==> config.mk <==
export PLATFORM = sky130hd
export DESIGN_NAME = wb_commit
export DESIGN_NICKNAME = d
export VERILOG_FILES = /design/src/rtl/wb_commit.sv
export SDC_FILE = /design/constraint.sdc
export NUM_CORES = 1
export LEC_CHECK = 0
export ABC_AREA = 1
export BUFFER_PORTS_ARGS = -buffer_cell sky130_fd_sc_hd__buf_4
export CORE_MARGIN = 3
export CORE_UTILIZATION = 60
export CTS_BUF_LIST = sky130_fd_sc_hd__clkbuf_8
export DETAILED_ROUTE_END_ITERATION = 6
export PLACE_DENSITY = 0.8
export SYNTH_ARGS = -nofsm -noshare
export SYNTH_HDL_FRONTEND = slang
export SYNTH_SLANG_ARGS = --single-unit
==> constraint.sdc <==
create_clock -name clk -period 6.8 [get_ports clk]
set_input_delay 0.68 -clock clk [delete_from_list [all_inputs] [get_ports clk]]
set_output_delay 0.68 -clock clk [all_outputs]
set_load 0.03 [all_outputs]
==> src/rtl/wb_commit.sv <==
// -----------------------------------------------------------------------------
// wb_commit -- writeback / commit stage
//
// Buffers retiring instructions from MEM in an in-order queue, pairs each load
// with its data beat from the in-order memory response channel (aligning and
// sign/zero-extending sub-word loads), and commits at most one register-file
// write per cycle, strictly in program order, through a registered write port.
//
// Ports:
//   clk, rst             clock, synchronous active-high reset
//   in_valid/in_ready    instruction handshake from MEM
//   in_reg_write, in_rd  destination write enable / index
//   in_src               00 ALU, 01 LOAD, 10 PC+4, 11 illegal
//   in_alu_result        ALU result
//   in_pc_plus4          PC+4 value
//   in_funct3            load size/sign (LB, LH, LW, LBU, LHU)
//   in_addr_lo           load byte offset
//   mem_rsp_valid/_data  load data beats, in load order, no backpressure
//   rf_we, rf_rd,        registered register-file write port
//   rf_wdata
//   retire_valid         registered pulse per committed entry
//   outstanding_loads    loads enqueued but not yet given data
//   empty                instruction queue empty
//   err_illegal_src      sticky: an entry with src==11 committed
//   err_unexpected_rsp   sticky: a beat arrived with no load outstanding
// -----------------------------------------------------------------------------
module wb_commit #(
  parameter int DEPTH = 4,
  parameter int RD_W  = 5,
  parameter int XLEN  = 32
) (
  input  logic                     clk,
  input  logic                     rst,
  input  logic                     in_valid,
  output logic                     in_ready,
  input  logic                     in_reg_write,
  input  logic [RD_W-1:0]          in_rd,
  input  logic [1:0]               in_src,
  input  logic [XLEN-1:0]          in_alu_result,
  input  logic [XLEN-1:0]          in_pc_plus4,
  input  logic [2:0]               in_funct3,
  input  logic [1:0]               in_addr_lo,
  input  logic                     mem_rsp_valid,
  input  logic [XLEN-1:0]          mem_rsp_data,
  output logic                     rf_we,
  output logic [RD_W-1:0]          rf_rd,
  output logic [XLEN-1:0]          rf_wdata,
  output logic                     retire_valid,
  output logic [$clog2(DEPTH):0]   outstanding_loads,
  output logic                     empty,
  output logic                     err_illegal_src,
  output logic                     err_unexpected_rsp
);

  localparam int PW = $clog2(DEPTH);
  localparam int CW = PW + 1;

  typedef enum logic [1:0] {
    SRC_ALU  = 2'b00,
    SRC_LOAD = 2'b01,
    SRC_PC4  = 2'b10,
    SRC_ILL  = 2'b11
  } src_e;

  // Non-load data (ALU or PC+4) is selected at enqueue so only one word is stored.
  typedef struct packed {
    logic            reg_write;
    logic [RD_W-1:0] rd;
    src_e            src;
    logic [XLEN-1:0] data;
    logic [2:0]      funct3;
    logic [1:0]      addr_lo;
  } iq_entry_t;

  // Load alignment and extension. Pointer-style shifts select the byte/half.
  function automatic logic [XLEN-1:0] load_extend(input logic [XLEN-1:0] word,
                                                  input logic [2:0]      funct3,
                                                  input logic [1:0]      addr_lo);
    logic [7:0]  byte_sel;
    logic [15:0] half_sel;
    byte_sel = 8'(word >> {addr_lo, 3'b000});
    half_sel = 16'(word >> {addr_lo[1], 4'b0000});
    case (funct3)
      3'b000:  return {{(XLEN-8){byte_sel[7]}}, byte_sel};
      3'b100:  return {{(XLEN-8){1'b0}}, byte_sel};
      3'b001:  return {{(XLEN-16){half_sel[15]}}, half_sel};
      3'b101:  return {{(XLEN-16){1'b0}}, half_sel};
      default: return word;
    endcase
  endfunction

  // Storage
  iq_entry_t       iq_mem_q [DEPTH];
  logic [XLEN-1:0] rq_mem_q [DEPTH];

  // Pointers carry one extra wrap bit so full and empty are distinguishable.
  logic [CW-1:0]   iq_wr_q, iq_wr_d, iq_rd_q, iq_rd_d;
  logic [CW-1:0]   rq_wr_q, rq_wr_d, rq_rd_q, rq_rd_d;
  logic [CW-1:0]   outstanding_q, outstanding_d;

  logic            rf_we_q, rf_we_d;
  logic [RD_W-1:0] rf_rd_q, rf_rd_d;
  logic [XLEN-1:0] rf_wdata_q, rf_wdata_d;
  logic            retire_q, retire_d;
  logic            err_ill_q, err_ill_d;
  logic            err_rsp_q, err_rsp_d;

  // Combinational control
  iq_entry_t       head, new_entry;
  logic            iq_empty, iq_full, rq_empty;
  logic            in_fire, head_is_load, commit, bypass, rq_pop, rq_push, rsp_accept;
  logic [XLEN-1:0] load_word, commit_data;

  assign iq_empty = (iq_wr_q == iq_rd_q);
  assign iq_full  = ((iq_wr_q - iq_rd_q) == CW'(DEPTH));
  assign rq_empty = (rq_wr_q == rq_rd_q);

  // Ready deliberately ignores a same-cycle commit: a full queue refuses input.
  assign in_ready = !rst && !iq_full;
  assign in_fire  = in_valid && in_ready;

  assign head         = iq_mem_q[iq_rd_q[PW-1:0]];
  assign head_is_load = (head.src == SRC_LOAD);

  always_comb begin
    // NOTE: every always_comb output gets a default first so no path can infer a latch.
    new_entry           = '0;
    new_entry.reg_write = in_reg_write;
    new_entry.rd        = in_rd;
    new_entry.src       = src_e'(in_src);
    new_entry.data      = (in_src == SRC_PC4) ? in_pc_plus4 : in_alu_result;
    new_entry.funct3    = in_funct3;
    new_entry.addr_lo   = in_addr_lo;
  end

  always_comb begin
    commit      = 1'b0;
    bypass      = 1'b0;
    rq_pop      = 1'b0;
    rsp_accept  = 1'b0;
    rq_push     = 1'b0;
    load_word   = rq_mem_q[rq_rd_q[PW-1:0]];
    commit_data = head.data;

    iq_wr_d       = iq_wr_q;
    iq_rd_d       = iq_rd_q;
    rq_wr_d       = rq_wr_q;
    rq_rd_d       = rq_rd_q;
    outstanding_d = outstanding_q;
    rf_we_d       = 1'b0;
    retire_d      = 1'b0;
    rf_rd_d       = rf_rd_q;
    rf_wdata_d    = rf_wdata_q;
    err_ill_d     = err_ill_q;
    err_rsp_d     = err_rsp_q;

    // A load at the head commits from the response queue, or straight from the
    // channel when the queue is empty and a beat is present this cycle.
    commit = !iq_empty && (!head_is_load || !rq_empty || mem_rsp_valid);
    bypass = commit && head_is_load && rq_empty;
    rq_pop = commit && head_is_load && !rq_empty;

    if (rq_empty) begin
      load_word = mem_rsp_data;
    end
    if (head_is_load) begin
      commit_data = load_extend(load_word, head.funct3, head.addr_lo);
    end

    if (commit) begin
      retire_d   = 1'b1;
      rf_rd_d    = head.rd;
      rf_wdata_d = commit_data;
      rf_we_d    = head.reg_write && (head.rd != '0) && (head.src != SRC_ILL);
      if (head.src == SRC_ILL) begin
        err_ill_d = 1'b1;
      end
    end

    // Beats with nothing outstanding are dropped; accepted beats not taken by
    // bypass wait in the response queue, which the counter keeps from overflowing.
    rsp_accept = mem_rsp_valid && (outstanding_q != '0);
    rq_push    = rsp_accept && !bypass;
    if (mem_rsp_valid && (outstanding_q == '0)) begin
      err_rsp_d = 1'b1;
    end

    iq_wr_d       = iq_wr_q + CW'(in_fire);
    iq_rd_d       = iq_rd_q + CW'(commit);
    rq_wr_d       = rq_wr_q + CW'(rq_push);
    rq_rd_d       = rq_rd_q + CW'(rq_pop);
    outstanding_d = outstanding_q + CW'(in_fire && (in_src == SRC_LOAD)) - CW'(rsp_accept);
  end

  // NOTE: sequential state uses non-blocking assignments so all flops update together.
  always_ff @(posedge clk) begin
    if (rst) begin
      iq_wr_q       <= '0;
      iq_rd_q       <= '0;
      rq_wr_q       <= '0;
      rq_rd_q       <= '0;
      outstanding_q <= '0;
      rf_we_q       <= 1'b0;
      rf_rd_q       <= '0;
      rf_wdata_q    <= '0;
      retire_q      <= 1'b0;
      err_ill_q     <= 1'b0;
      err_rsp_q     <= 1'b0;
    end else begin
      iq_wr_q       <= iq_wr_d;
      iq_rd_q       <= iq_rd_d;
      rq_wr_q       <= rq_wr_d;
      rq_rd_q       <= rq_rd_d;
      outstanding_q <= outstanding_d;
      rf_we_q       <= rf_we_d;
      rf_rd_q       <= rf_rd_d;
      rf_wdata_q    <= rf_wdata_d;
      retire_q      <= retire_d;
      err_ill_q     <= err_ill_d;
      err_rsp_q     <= err_rsp_d;
    end
  end

  // NOTE: queue storage is not reset; resetting the pointers makes its contents invisible.
  always_ff @(posedge clk) begin
    if (in_fire) begin
      iq_mem_q[iq_wr_q[PW-1:0]] <= new_entry;
    end
    if (rq_push) begin
      rq_mem_q[rq_wr_q[PW-1:0]] <= mem_rsp_data;
    end
  end

  assign rf_we              = rf_we_q;
  assign rf_rd              = rf_rd_q;
  assign rf_wdata           = rf_wdata_q;
  assign retire_valid       = retire_q;
  assign outstanding_loads  = outstanding_q;
  assign empty              = iq_empty;
  assign err_illegal_src    = err_ill_q;
  assign err_unexpected_rsp = err_rsp_q;

endmodule
=== Word-level counts from Yosys, hierarchy flattened ===
Memories as Yosys holds them, arrays and structs flattened. A register that Yosys moved wholly into a read port is not among the register bits.
Index checks and enable logic that the tools add are counted.

* Input port bits: 113
* Register bits: 56
* Memories: 2
* Output and inout bits: 46
* Bits in writable memories: 308
* Word-level logic and storage cells: 71

* Equal/unequal tests: 11
* Reduce and logical (&&, ||, !) cells: 26
* Mux-type cells: 11
* Shifts and indexed selects: 2
* $add $sub $neg: 7
* Bitwise logic cells: 1

{| class="wikitable"
|+ Memory list
! name !! words !! width !! rd ports !! clocked after Yosys merged registers in !! write ports !! RTL line !! RTL
|-
| iq_mem_q || 4 || 45 || 1 || 1 || 1 || 93 || <nowiki>iq_entry_t iq_mem_q [DEPTH];</nowiki>
|-
| rq_mem_q || 4 || 32 || 1 || 1 || 1 || 94 || <nowiki>logic [XLEN-1:0] rq_mem_q [DEPTH];</nowiki>
|}

{| class="wikitable"
|+ Operator list
! kind !! number
|-
| $pmux W32 S4 || 1
|-
| $mux W32 || 3
|-
| $shr A32 B5 Y16 || 1
|-
| $shr A32 B5 Y8 || 1
|-
| $add A3 B1 Y3 || 5
|-
| $logic_and A1 B1 Y1 || 12
|-
| $eq A3 B3 Y1 const B || 3
|-
| $eq A3 B3 Y1 || 2
|-
| $logic_not A1 Y1 || 6
|-
| $logic_not A3 Y1 || 2
|-
| $mux W1 || 5
|-
| $reduce_bool A5 Y1 || 1
|-
| $eq A2 B1 Y1 const B || 2
|-
| $eq A2 B2 Y1 const B || 2
|-
| $mux W2 || 2
|-
| $eq A3 B1 Y1 const B || 1
|-
| $reduce_bool A3 Y1 || 1
|-
| $sub A3 B1 Y3 || 1
|-
| $sub A3 B3 Y3 || 1
|-
| $logic_or A1 B1 Y1 || 2
|-
| $ne A2 B2 Y1 const B || 1
|-
| $reduce_and A2 Y1 || 1
|-
| $reduce_or A2 Y1 || 1
|-
| $not A1 Y1 || 1
|}

=== Longest topological paths before layout ===
* Word-level depth: 11
* Gate-level depth with buffers: 19
* Depth with buffers taken out: 18

=== Least setup slack after synthesis ===
OpenSTA, ideal clock, no wires.

* Kind: reg-to-reg
* From: reg iq_rd_q[1]
* To: mem iq_mem_q[0][0] (netlist name) (enable)
* Setup slack: 1.015 ns
* Data required time: 6.297 ns
* Buffers on the path: 2
* Period minus slack after synthesis: 5.785 ns
* Setup time: 0.503 ns
* Stages on the path, launching flop included: 13
* Data arrival time: 5.282 ns
* Cell sequence: dfxtp_1 > inv_2 > clkbuf_1 > clkbuf_1 > ha_1 > a21oi_1 > inv_1 > or2_2 > nand4_1 > nand2_1 > inv_1 > nand2_1 > nor3_1

* Word-level cells in the longest chain between the ends: 7

{| class="wikitable"
|+ Ends and longest elaborated chain
! item !! RTL line !! RTL
|-
| from (decl) || 97 || <nowiki>logic [CW-1:0] iq_wr_q, iq_wr_d, iq_rd_q, iq_rd_d;</nowiki>
|-
| from (signal assigned) || 211 || <nowiki>iq_rd_q <= iq_rd_d;</nowiki>
|-
| $sub A3 B3 Y3 || 115 || <nowiki>assign iq_full = ((iq_wr_q - iq_rd_q) == CW'(DEPTH));</nowiki>
|-
| $eq A3 B3 Y1 || 115 ||
|-
| $logic_not A1 Y1 || 119 || <nowiki>assign in_ready = !rst && !iq_full;</nowiki>
|-
| $logic_and A1 B1 Y1 || 119 ||
|-
| net in_ready || 35 || <nowiki>output logic in_ready,</nowiki>
|-
| $logic_and A1 B1 Y1 || 120 || <nowiki>assign in_fire = in_valid && in_ready;</nowiki>
|-
| $mux W1 || 226 || <nowiki>if (in_fire) begin</nowiki>
|-
| $mux W1 (implied by the code) || 227 || <nowiki>iq_mem_q[iq_wr_q[PW-1:0]] <= new_entry;</nowiki>
|-
| to (decl) || 93 ||
|}

The timed path passes the listed nets, and every way through them passes these cells.

=== Worst setup path after layout ===
* From: reg iq_rd_q[0]
* To: mem rq_mem_q[1][27] (enable)

* Word-level cells in the longest chain between the ends: 9

{| class="wikitable"
|+ Ends and longest elaborated chain
! item !! RTL line !! RTL
|-
| $eq A3 B3 Y1 || 114 || <nowiki>assign iq_empty = (iq_wr_q == iq_rd_q);</nowiki>
|-
| $logic_not A1 Y1 || 159 || <nowiki>commit = !iq_empty && (!head_is_load || !rq_empty || mem_rsp_valid);</nowiki>
|-
| $logic_and A1 B1 Y1 || 159 ||
|-
| $logic_and A1 B1 Y1 (2 in series) || 160 || <nowiki>bypass = commit && head_is_load && rq_empty;</nowiki>
|-
| $logic_not A1 Y1 || 183 || <nowiki>rq_push = rsp_accept && !bypass;</nowiki>
|-
| $logic_and A1 B1 Y1 || 183 ||
|-
| $mux W1 || 229 || <nowiki>if (rq_push) begin</nowiki>
|-
| $mux W1 (implied by the code) || 230 || <nowiki>rq_mem_q[rq_wr_q[PW-1:0]] <= mem_rsp_data;</nowiki>
|-
| to (decl) || 94 ||
|}

Every way passes these cells.

==> results.ini <==
[outcome]
status=finished clean

[global_routing]
grt_pass1_wl_mm=57.33
grt_pass1_vias=10800
grt_antenna_before_repair=0
grt_usage_pct=25.42
grt_max_degree=79
grt_overflow=0

[timing]
min_period_ns=4.452
worst_pin_slew_ns=1.036
slew_headroom_pct=30.83
fin_worst_skew_ns=0.03649
drv_slew=0
setup_tns_ns=0
hold_viol_final=0
finalCritPeriodShare_pct=65.47
fmax_ghz=0.2246
rsz0062_at_grt=false
finalSetupViolCount=0

[drt]
drt-total-wl_mm=36.70
routedWlPerCell_um=18.46
viasPerCell=5.734
drc_errors=0
firstDrtPassIters=6
ant_nets=0
drtIter0Drc=1334
dr_total_vias=11400

[finish]
final_cell_mix=340 x nand2_1, 308 x edfxtp_1, 175 x buf_4, 128 x o21ai_0, 120 x nand3_1
finalNonFillerCells=1988
drive_gt1_share_pct=20.14
finalInstanceArea_um2=18230
antenna_cells=0
layout_commonest_cell=nand2_1
area_growth_pct=16.01
fin_nets=1737
fillCellCount=1784
utilization_pct=71.58

[clock_tree]
cts-hold-fix-buffers=0
cts_inserted_buffers=55
cts_max_path_buffers=3
clk_latency_ns=0.60
clkSinkCount=364
clkTransAtPathRegs_ns=0.07
post_cts_resized=0
cts_tree=yes
cts_setup_buffers=0
cts_root_buf=clkbuf_8
h-tree-depth=2

[floorplanning]
core_um2=25470
start_util_pct=61.70
dieArea_um2=28170
ios=159
fp.dieH_um=167.8
rows=58
fp.dieW_um=167.8

[worst_setup_path]
worstPathRequired_ns=7.01
criticalPathCategory=reg -> reg
cp_max_fo=78
start_kind=register
crit_arrival_ns=4.66
critPathCaptureType=register
rrSetupSlack_ns=2.35

[synth]
syn_area_um2=15720
synth_cell_types=40
synth_fp_nets=1588
synth.yosys.seq_area_share_pct=65.98
yosys_register_bits=364
syn_avg_cell_area_um2=10.75
synthesis.yosys.warnings=0
netlist_instances=1462

[place]
place_inst=1884
place_congestion=0.8901
portBuffers=158
placed_area_um2=17070
dpl.hpwl_mm=23.20

[power]
p_leak_nw=7.307
p_per_area_nw_per_um2=393.6
peakVddDrop_mv=0.2728

[flow_run]
maxCapViolations=0

[worst_hold_path]
hp-class=in -> reg

-- worst max-delay path, cell delays in order, from the launching register on --
cell and delay (ns):
dfxtp_2 0.88, inv_2 0.06, buf_4 0.39, nand2_1 0.14, nand3_1 0.13, a21oi_4 0.72
nand3_2 0.09, nand2_1 0.13, inv_2 0.30, nand2_4 0.33, o21ai_1 0.21, nor3_2 0.16
buf_4 0.47
-- registers in the layout (all words and copies together) (netlist names) --
name and flops:
rq_mem_q 128, iq_rd_q 3, err_illegal_src 1, rf_we 1
rq_wr_q 3, iq_wr_q 3, err_unexpected_rsp 1, retire_valid 1
rq_rd_q 3, rf_wdata 32, iq_mem_q 180, outstanding_loads 3
rf_rd 5
-- area by class of cell --
type                       instances  area, um^2  area share, %
clock buffer                      71       977.2          5.360
clock inverter                    33       188.9          1.036
inverter                          85       319.1          1.750
multi-input combinational        930        4648          25.49
sequential                       364       10370          56.89
tap                              330       412.9          2.265
timing repair buffer             175        1314          7.206
-- logic make-up (layout without fill, tap and decap cells) --
group / Yosys count / after routing / synth area share, %
AND/OR/NAND/NOR: 619 / 619 / 16.62
flip-flops: 364 / 364 / 65.98
AO/OA/AOI/OAI: 258 / 258 / 8.829
buffers and inverters: 168 / 364 / 4.697
multiplexers: 32 / 32 / 2.293
adder cells (fa/ha/maj): 13 / 13 / 1.083
XOR/XNOR: 8 / 8 / 0.4936
-- final timing paths --
kind,from,to,cells past startpoint
worst max-delay path,iq_rd_q[0],rq_mem_q[1][27],12
worst min-delay path,in_addr_lo[0],iq_mem_q[0][0],1
worst min register to register,err_unexpected_rsp,err_unexpected_rsp,2
worst max register to register,iq_rd_q[0],rq_mem_q[1][27],12
-- routing by layer --
layer | global-route usage, % | share of wire [%] | vias to the layer above
li1 | - | - | 5388
met1 | 35.85 | 41 | 5361
met2 | 40.99 | 48 | 564
met3 | 3.686 | 8.3 | 86
met4 | 9.072 | 3.1 | 0
met5 | 0 | 0 | -
-- power breakdown --
| group | internal, mW | switching [mW] |
|---|---|---|
| logic | 0.770 | 1.73 |
| clock network | 0.983 | 0.817 |
| registers | 2.72 | 0.151 |
| total | 4.48 | 2.70 |
-- Yosys cell counts (all sizes together) --
cell / number / area [um^2]
a31oi: 11 / 68.82
o21ai: 131 / 663.1
nand3: 127 / 678.2
a22o: 1 / 8.760
clkbuf: 39 / 147.6
a22oi: 2 / 15.01
o22ai: 28 / 175.2
nand4: 6 / 37.54
fa: 1 / 20.02
a21oi: 79 / 406.6
xor2: 2 / 17.52
nor4: 1 / 6.260
nand2: 345 / 1313
mux2: 32 / 360.4
dfxtp: 56 / 1121
edfxtp: 308 / 9249
nor2: 116 / 437.9
xnor2: 6 / 60.06
inv: 85 / 319.0
buf: 44 / 271.5
nand3b: 1 / 7.510
o22a: 4 / 35.03
nor3: 9 / 45.04
or2: 14 / 87.58
o211ai: 2 / 15.01
ha: 12 / 150.1
-- through the flow --
| step | power, mW | hold WS [ns] | setup slack (ns) |
|---|---|---|---|
| after floorplan | 4.651 | 0.5035 | 1.015 |
| after global placement | 5.322 | 0.4410 | 2.605 |
| after detailed placement | 5.382 | 0.4501 | 2.450 |
| after CTS | 7.184 | 0.2489 | 2.415 |
| after global routing | 7.580 | 0.2562 | 2.009 |
| final | 7.177 | 0.2779 | 2.348 |
(Power assumes the default switching activity.)
